### config.mk
export PLATFORM = sky130hd
export DESIGN_NAME = serial_adder_seq
export DESIGN_NICKNAME = d
export VERILOG_FILES = /design/src/rtl/serial_adder_pkg.sv /design/src/rtl/full_adder_cell.sv /design/src/rtl/serial_adder_seq.sv
export SDC_FILE = /design/constraint.sdc
export NUM_CORES = 1
export LEC_CHECK = 0
export CAP_MARGIN = 20
export CORE_MARGIN = 2
export CORE_UTILIZATION = 45
export DETAILED_ROUTE_END_ITERATION = 10
export HOLD_SLACK_MARGIN = 0.08
export MAX_ROUTING_LAYER = met4
export PLACE_DENSITY = 0.74
export SYNTH_ARGS = -nofsm -noshare
export SYNTH_HDL_FRONTEND = slang
export SYNTH_SLANG_ARGS = --single-unit
export TNS_END_PERCENT = 30
### constraint.sdc
create_clock -name clk -period 1.3 [get_ports clk]
set_input_delay 0.26 -clock clk [delete_from_list [all_inputs] [get_ports clk]]
set_output_delay 0.26 -clock clk [all_outputs]
set_load 0.01 [all_outputs]
### src/rtl/serial_adder_pkg.sv
// Shared types for the bit-serial adder sequencer.
package serial_adder_pkg;

  typedef enum logic [1:0] {
    S_IDLE = 2'b00,
    S_RUN  = 2'b01,
    S_DONE = 2'b10
  } state_t;

  localparam int MAX_WIDTH = 32;

endpackage

### src/rtl/full_adder_cell.sv
// Single-bit full adder; the one arithmetic resource the sequencer reuses each cycle.
module full_adder_cell (
  input  logic a,
  input  logic b,
  input  logic ci,
  output logic s,
  output logic co
);

  assign s  = a ^ b ^ ci;
  assign co = (a & b) | (ci & (a ^ b));

endmodule

### src/rtl/serial_adder_seq.sv
// Adds two WIDTH-bit words LSB first through one shared full-adder cell,
// one bit per clock, with valid/ready handshakes on both sides.
module serial_adder_seq
  import serial_adder_pkg::*;
#(
  parameter int WIDTH = 8
) (
  input  logic             clk,
  input  logic             rst,
  input  logic             flush,
  input  logic             in_valid,
  output logic             in_ready,
  input  logic [WIDTH-1:0] a,
  input  logic [WIDTH-1:0] b,
  input  logic             cin,
  output logic             out_valid,
  input  logic             out_ready,
  output logic [WIDTH-1:0] sum,
  output logic             cout,
  output logic             busy
);

  localparam int CNT_W = $clog2(WIDTH);

  state_t           state;
  state_t           state_nxt;
  logic [WIDTH-1:0] a_sh;
  logic [WIDTH-1:0] b_sh;
  logic [WIDTH-1:0] sum_sh;
  logic [WIDTH-1:0] sum_q;
  logic             carry;
  logic             cout_q;
  logic [CNT_W-1:0] cnt;
  logic             cnt_last;
  logic             fa_s;
  logic             fa_co;

  full_adder_cell u_cell (
    .a  (a_sh[0]),
    .b  (b_sh[0]),
    .ci (carry),
    .s  (fa_s),
    .co (fa_co)
  );

  assign cnt_last  = (cnt == CNT_W'(WIDTH - 1));
  assign in_ready  = (state == S_IDLE);
  assign out_valid = (state == S_DONE);
  assign busy      = (state == S_RUN) || (state == S_DONE);
  assign sum       = sum_q;
  assign cout      = cout_q;

  always_comb begin
    state_nxt = state;
    case (state)
      S_IDLE:  if (in_valid && !flush) state_nxt = S_RUN;
      S_RUN: begin
        if (flush)         state_nxt = S_IDLE;
        else if (cnt_last) state_nxt = S_DONE;
      end
      // No accept is allowed in the delivery cycle; IDLE must be visited first.
      S_DONE:  if (flush || out_ready) state_nxt = S_IDLE;
      default: state_nxt = S_IDLE;
    endcase
  end

  always_ff @(posedge clk) begin
    if (rst) begin
      state  <= S_IDLE;
      cnt    <= '0;
      carry  <= 1'b0;
      a_sh   <= '0;
      b_sh   <= '0;
      sum_sh <= '0;
      sum_q  <= '0;
      cout_q <= 1'b0;
    end else begin
      state <= state_nxt;
      if (state == S_IDLE && in_valid && !flush) begin
        a_sh   <= a;
        b_sh   <= b;
        carry  <= cin;
        cnt    <= '0;
        sum_sh <= '0;
      end else if (state == S_RUN && !flush) begin
        a_sh   <= a_sh >> 1;
        b_sh   <= b_sh >> 1;
        sum_sh <= {fa_s, sum_sh[WIDTH-1:1]};
        carry  <= fa_co;
        cnt    <= cnt + CNT_W'(1);
        // The visible result only changes when a word completes.
        if (cnt_last) begin
          sum_q  <= {fa_s, sum_sh[WIDTH-1:1]};
          cout_q <= fa_co;
        end
      end
    end
  end

endmodule

==> impl_metrics.py, run 1 <==
metrics = {
    "power": {
        "pwr-share-seq": 0.489,
        "sw_share": 0.2525,
        "total_leakage_power_uw": 0.0009501,
        "clock_power_share": 0.325,
        "vdd.ir_drop.worst_v": 0.0007483,
        "pwr_density_cell_nw_per_um2": 992.9,
        "power.net_switching_uw": 643.9,
        "pwr-share-comb": 0.185,
        "total_power_consumption_of_the_routed_design_uw": 2550,
        "p_int_uw": 1907,
    },
    "logic_synthesis": {
        "synth_fp_nets": 231,
        "netlist_area_um2": 1750,
        "synth-seq-cells": 38,
        "yosys.area.top_type_share": 0.4346,
        "post_synth_num_cell_types": 28,
        "ys.warnings.count": 0,
        "top_post_synthesis_cells_by_area": "dfxtp_1, nand2b_1, nand2_1",
        "syn_area_per_cell_um2": 8.623,
        "ys_seq_area_frac": 0.4346,
        "synthesis.instances": 203,
        "synth_largest_area_cell": "dfxtp_1",
    },
    "setup_path": {
        "cp-end-kind": "register",
        "crit_path_max_incr_delay_ns": 0.36,
        "cp_data_required_time_ns": 1.51,
        "cp.arrival_ns": 1.61,
        "critical_path_class": "reg2reg",
        "rr_worst_depth": 5,
        "timing.critical_path.cells": "buf_6, ha_4, nor2b_4, and3_4, mux2i_2",
        "worst-path-max-fanout": 5,
        "worstReg2RegStart": "state[0]",
        "critPathLaunch": "state[0]",
        "start_kind": "register",
        "slowest_stage": "dfxtp_2",
    },
    "global_route": {
        "number_of_global_route_vias_before_repair": 1502,
        "grt_start_max_net_pins": 20,
        "grt_use_total": 0.2094,
        "total_congestion_overflow_after_global_routing": 0,
        "grt_first_pass_wirelength_um": 6775,
        "antenna_found_initial": 0,
    },
    "cts": {
        "cts-hold-fix-buffers": 0,
        "cts_root_buf": "clkbuf_8",
        "clkTransAtPathRegs_ns": 0.07,
        "max-clock-path-buffers": 2,
        "insertion_delay_ns": 0.29,
        "ctsHtreeMaxLevel": 2,
        "clock_tree_from_tritoncts": "done",
        "numCtsBuffers": 5,
        "clock-sinks": 38,
    },
    "floorplan": {
        "fp.coreArea_um2": 3689,
        "die_h_um": 66.37,
        "die_area_um2": 4405,
        "die_width_um": 66.37,
        "initial_standard_cell_utilization_of_the_core": 0.4746,
        "ioPinCount": 34,
        "placementRows": 22,
    },
    "timing": {
        "period_utilization_post_route": 1.074,
        "fin_crit_ns": 1.396,
        "timing.clock.skew_ns": 0.005569,
        "maxSlewHeadroom": 0.7918,
        "layout_setup_ws_ns": -0.09628,
        "final-max-slew-violation-count": 0,
        "report.final.setup_viol": 34,
        "worst_slew_pin_slew_ns": 0.3114,
        "grt_setup_unrepaired": "true",
        "timing_hold_violations_final": 0,
        "fmaxAchievable_mhz": 716.2,
    },
    "detailed_routing": {
        "wl_per_cell_um": 12.97,
        "routed_via_density": 5.049,
        "dr_wl_met3_um": 129,
        "dr_wl_met2_um": 2011,
        "ant_nets": 0,
        "route.vias.total": 1540,
        "wirelength_um": 3955,
        "detailedRoute.firstIterationViolations": 61,
        "first_pass_iters": 4,
        "drc_errors": 0,
        "wl_met1_um": 1771,
        "routed.top_layer": "met4",
    },
    "min_path": {
        "min_path_cells": 2,
        "hp-start": "a_sh[3]",
        "timing.hold.worst.class": "reg2reg",
    },
    "final_layout": {
        "antenna_cells_inserted": 0,
        "final-instance-count-excl-fill": 305,
        "area.growth.synth_to_final_pct": 46.75,
        "nNetsFinal": 284,
        "layout.cells.most_common": "nand2_1",
        "fraction_of_final_layout_cells_sized_beyond_drive_strength_1": 0.2763,
        "utilization": 0.6964,
        "design_area_um2": 2569,
        "mostFrequentLayoutCells": "nand2_1, dfxtp_1, nand2b_1",
    },
    "outcome": {
        "violated_checks": "setup timing",
        "outcome": "finished with violations",
    },
    "place": {
        "dp_cells": 294,
        "gpl.final_weighted_congestion": 0.7680,
        "detailed_place_hpwl_um": 2574,
        "place.port_buffers": 33,
        "postPlaceCellArea_um2": 2349,
    },
    "job": {
        "maxCapViolCount": 0,
    },
}
-- final timing paths --
path / slack (ns) / to
setup reg to reg: -0.1 / sum[1]
hold / removal: 0.46 / a_sh[2]
setup / recovery: -0.1 / sum[1]
hold reg to reg: 0.46 / a_sh[2]
-- logic make-up (layout without fill, tap and decap cells) --
kind of cell    Yosys count  after routing  share of synthesized area
compound gates           45             45                     0.1608
fa+ha+maj                 6              6                    0.04718
simple gates             86             87                     0.2337
buf+inv                  18             71                    0.06718
flops                    38             38                     0.4346
mux                       9              9                    0.05147
xor+xnor                  1              1                   0.005004
-- routing by layer --
metal,GRT usage,up-vias
met5,-,-
met3,0.05111,4
li1,-,788
met4,0.06122,0
met2,0.3513,28
met1,0.2487,720
-- worst max-delay path, delay by kind of cell (launching register included) --
kind / cells / cell delay (ns)
simple gates: 2 / 0.48
flops: 1 / 0.36
buf+inv: 1 / 0.11
fa+ha+maj: 1 / 0.13
mux: 1 / 0.23
-- registers in the layout, indices dropped and copies added, names as in the netlist --
signal	cells
sum	8
a_sh	8
sum_sh	7
b_sh	8
state	2
carry	1
cout	1
cnt	3
-- power by group through the flow --
stage                     Combinational (µW)  Sequential (µW)  Clock (µW)
after global placement                   424             1270           0
after CTS                                454             1250         849
after global routing                     517             1250         904
after detailed placement                 430             1270           0
final                                    473             1250         830
after floorplan                          237             1270           0
-- area by class of cell --
cell class	count	area, µm²
flip-flops and latches	38	764.5
clock inverters	1	5.005
well taps	48	60.06
repair buffers	60	596.8
inverters	3	16.27
fillers	290	1120
clock buffers	7	86.33
multi-input cells	148	1040
-- repair_timing --
| action | 4_1_cts | 5_1_grt |
|---|---|---|
| gates cloned | 1 | 0 |
| gates resized for setup | 39 | 12 |
| endpoints found under the setup margin | 47 | 39 |
| buffers inserted | 1 | 1 |
| pin swaps | 4 | 3 |
-- Yosys cell counts --
library cell	count
a2111o_1	1
a211o_1	1
a211oi_1	14
a21oi_1	25
a311oi_1	1
a31oi_1	1
and3_1	1
and3b_1	1
buf_2	7
buf_4	2
buf_6	3
buf_8	1
clkbuf_1	2
dfxtp_1	38
fa_1	1
ha_1	5
inv_1	3
mux2i_1	9
nand2_1	38
nand2b_1	23
nand3_1	3
nand3b_2	1
nand4b_1	1
nor2_1	16
nor2b_1	2
o211ai_1	1
o311ai_1	1
xnor2_1	1
-- through the flow --
step	hold slack (ns)	setup slack, ns	setup TNS, ns
4_1_cts	0.4610	-0.09083	-1.045
6_report	0.4598	-0.09628	-1.013
5_1_grt	0.4752	-0.1319	-2.879
3_5_place_dp	0.4483	-0.2928	-9.335
2_1_floorplan	0.3960	-0.03467	-0.4247
3_3_place_gp	0.4418	-0.2807	-8.720
Note: power is estimated with default switching activity, not from simulation.
==> inputs of run 2 (changes only) <==
--- a/config.mk
+++ b/config.mk
@@ -5,10 +5,12 @@
 export SDC_FILE = /design/constraint.sdc
 export NUM_CORES = 1
 export LEC_CHECK = 0
+export ABC_CLOCK_PERIOD_IN_PS = 1300
 export CAP_MARGIN = 20
 export CORE_MARGIN = 2
 export CORE_UTILIZATION = 45
 export DETAILED_ROUTE_END_ITERATION = 10
+export GPL_TIMING_DRIVEN = 0
 export HOLD_SLACK_MARGIN = 0.08
 export MAX_ROUTING_LAYER = met4
 export PLACE_DENSITY = 0.74
==> impl_metrics.py, run 2 (synthesis results as in run 1) <==
metrics = {
    "detailed_routing": {
        "wl_per_cell_um": 14.82,
        "detailedRoute.firstIterationViolations": 108,
        "routed_via_density": 5.304,
        "wirelength_um": 4639,
        "ant_nets": 0,
        "first_pass_iters": 4,
        "drc_errors": 0,
        "route.vias.total": 1660,
    },
    "power": {
        "pwr_density_cell_nw_per_um2": 1030,
        "total_power_consumption_of_the_routed_design_uw": 2845,
        "total_leakage_power_uw": 0.001053,
        "pwr-share-seq": 0.441,
        "power.net_switching_uw": 740.7,
        "p_int_uw": 2105,
        "clock_power_share": 0.360,
        "pwr-share-comb": 0.200,
        "vdd.ir_drop.worst_v": 0.0007165,
        "sw_share": 0.2603,
    },
    "setup_path": {
        "timing.critical_path.cells": "buf_6, ha_4, nor2b_4, buf_6, buf_4, clkbuf_16, nand2_1, a21oi_1",
        "setup.reg_to_reg.worst_slack_ns": -0.14,
        "start_kind": "register",
        "path_buf_inv": 4,
        "delay_heaviest_family_cp": "buffers and inverters",
        "slowest_stage": "dfxtp_2",
        "critical_path_class": "reg2reg",
        "cp.arrival_ns": 1.63,
        "worstReg2RegStart": "state[0]",
        "worst-path-max-fanout": 8,
        "path_common_cell": "buf_6",
        "r2r_end": "sum_sh[7]",
        "crit_path_max_incr_delay_ns": 0.34,
        "cp_data_required_time_ns": 1.49,
        "rr_worst_depth": 8,
        "cp-end-kind": "register",
    },
    "floorplan": {
        "initial_standard_cell_utilization_of_the_core": 0.4746,
        "die_area_um2": 4405,
        "die_width_um": 66.37,
        "placementRows": 22,
        "die_h_um": 66.37,
        "ioPinCount": 34,
        "fp.coreArea_um2": 3689,
    },
    "global_route": {
        "grt_use_total": 0.2243,
        "total_congestion_overflow_after_global_routing": 0,
        "number_of_global_route_vias_before_repair": 1573,
        "antenna_found_initial": 0,
        "grt_start_max_net_pins": 14,
        "grt_first_pass_wirelength_um": 7182,
    },
    "min_path": {
        "min_delay_worst_endpoint": "sum_sh[1]",
        "min_path_cells": 2,
        "hp-start": "sum_sh[1]",
        "timing.hold.worst.class": "reg2reg",
    },
    "final_layout": {
        "utilization": 0.7490,
        "area.growth.synth_to_final_pct": 57.83,
        "layout.cells.most_common": "dfxtp_1",
        "multi_input_area_um2": 1105,
        "fraction_of_final_layout_cells_sized_beyond_drive_strength_1": 0.3434,
        "n_fill_cell": 267,
        "nNetsFinal": 292,
        "antenna_cells_inserted": 0,
        "mostFrequentLayoutCells": "dfxtp_1, nand2_1, nand2b_1",
        "seq_area_um2": 764.5,
    },
    "cts": {
        "clkTransAtPathRegs_ns": 0.08,
        "ctsHtreeMaxLevel": 2,
        "max-clock-path-buffers": 2,
        "clock_tree_from_tritoncts": "done",
        "insertion_delay_ns": 0.30,
        "clock-sinks": 38,
        "cts_root_buf": "clkbuf_8",
        "numCtsBuffers": 5,
    },
    "timing": {
        "timing_hold_violations_final": 0,
        "worst_slew_pin_slew_ns": 0.5683,
        "maxSlewHeadroom": 0.6211,
        "fmaxAchievable_mhz": 696.8,
        "report.final.setup_viol": 36,
        "layout_setup_ws_ns": -0.1352,
        "timing.clock.skew_ns": 0.007665,
        "final-max-slew-violation-count": 0,
        "fin_crit_ns": 1.435,
        "setup_tns_final_ns": -2.783,
        "period_utilization_post_route": 1.104,
        "grt_setup_unrepaired": "true",
    },
    "outcome": {
        "outcome": "finished with violations",
        "violated_checks": "setup timing",
    },
    "place": {
        "gpl.final_weighted_congestion": 0.7945,
        "place.port_buffers": 33,
        "detailed_place_hpwl_um": 2484,
    },
    "job": {
        "maxCapViolCount": 0,
    },
}
## run 2: cell count changes in the layout (fill, tap and decap cells not counted), sizes merged
cell | before | now
buf | 30 | 35
bufinv | 0 | 1
clkbuf | 7 | 8
clkdlybuf4s50 | 21 | 19
clkinv | 1 | 0
clkinvlp | 0 | 2
dlygate4sd2 | 9 | 11
## run 2: area by class of cell
class                      count  area share
buffer                        14     0.05118
clock buffer                   5     0.02491
clock inverter                 3     0.01630
inverter                       3    0.004982
multi-input combinational    148      0.3999
sequential                    38      0.2767
tap                           48     0.02174
timing repair buffer          54      0.2043
## run 2: metal layers
| metal | share of wire | global-route usage | wire [µm] | vias to the layer above |
|---|---|---|---|---|
| met1 | 0.44 | 0.2656 | 2040 | 786 |
| met3 | 0.054 | 0.06303 | 251 | 11 |
| met5 | 0 | - | 0 | - |
| li1 | - | - | - | 809 |
| met4 | 0.019 | 0.09184 | 87 | 0 |
| met2 | 0.49 | 0.3588 | 2260 | 54 |
## run 2: repair_timing
action / 4_1_cts / 5_1_grt
hold buffers: 0 / 0
gates resized for setup: 57 / 33
pin swaps: 12 / 12
cloned: 4 / 2
setup buffers: 12 / 4
setup endpoints to repair: 48 / 41
## run 2: power by group through the flow
stage	registers, µW	logic, µW	clock network [µW]
floorplan	1270	237	0
global placement	1270	364	0
detailed placement	1270	367	0
CTS	1250	489	1030
global route	1260	608	1070
finish	1250	568	1020
## run 2: worst max path at each step
stage | slack [ns] | depth (start not counted) | startpoint | endpoint
2_1_floorplan | -0.03 | 7 | state[1] | cout
3_3_place_gp | -0.49 | 5 | flush | b_sh[3]
3_5_place_dp | -0.52 | 5 | flush | carry
4_1_cts | -0.13 | 6 | state[0] | sum[2]
5_1_grt | -0.20 | 8 | state[0] | sum_sh[7]
6_report | -0.14 | 8 | state[0] | sum_sh[7]
## run 2: worst register-to-register path, delay by kind of cell (launching register included)
kind / cells / cell delay (ns)
buffers and inverters: 4 / 0.55
adders and majority gates: 1 / 0.16
and+or+nand+nor: 2 / 0.20
AOI/OAI and AO/OA: 1 / 0.07
DFF: 1 / 0.34
## run 2: metrics by stage
stage	area, µm²	hold WS [ns]	std cells	setup slack, ns
after floorplan	1818	0.3960	203	-0.03467
after global placement	2208	0.4435	284	-0.4882
after detailed placement	2208	0.4508	284	-0.5200
after CTS	2581	0.4571	307	-0.1280
after global routing	2763	0.4886	313	-0.1970
final	2763	0.4648	313	-0.1352
==> inputs of run 3 (changes only) <==
--- a/config.mk
+++ b/config.mk
@@ -11,7 +11,6 @@
 export CORE_UTILIZATION = 45
 export DETAILED_ROUTE_END_ITERATION = 10
 export GPL_TIMING_DRIVEN = 0
-export HOLD_SLACK_MARGIN = 0.08
 export MAX_ROUTING_LAYER = met4
 export PLACE_DENSITY = 0.74
 export SYNTH_ARGS = -nofsm -noshare
==> results of run 3 <==
No change in the layout: final DEF, timing and power equal those of run 2.
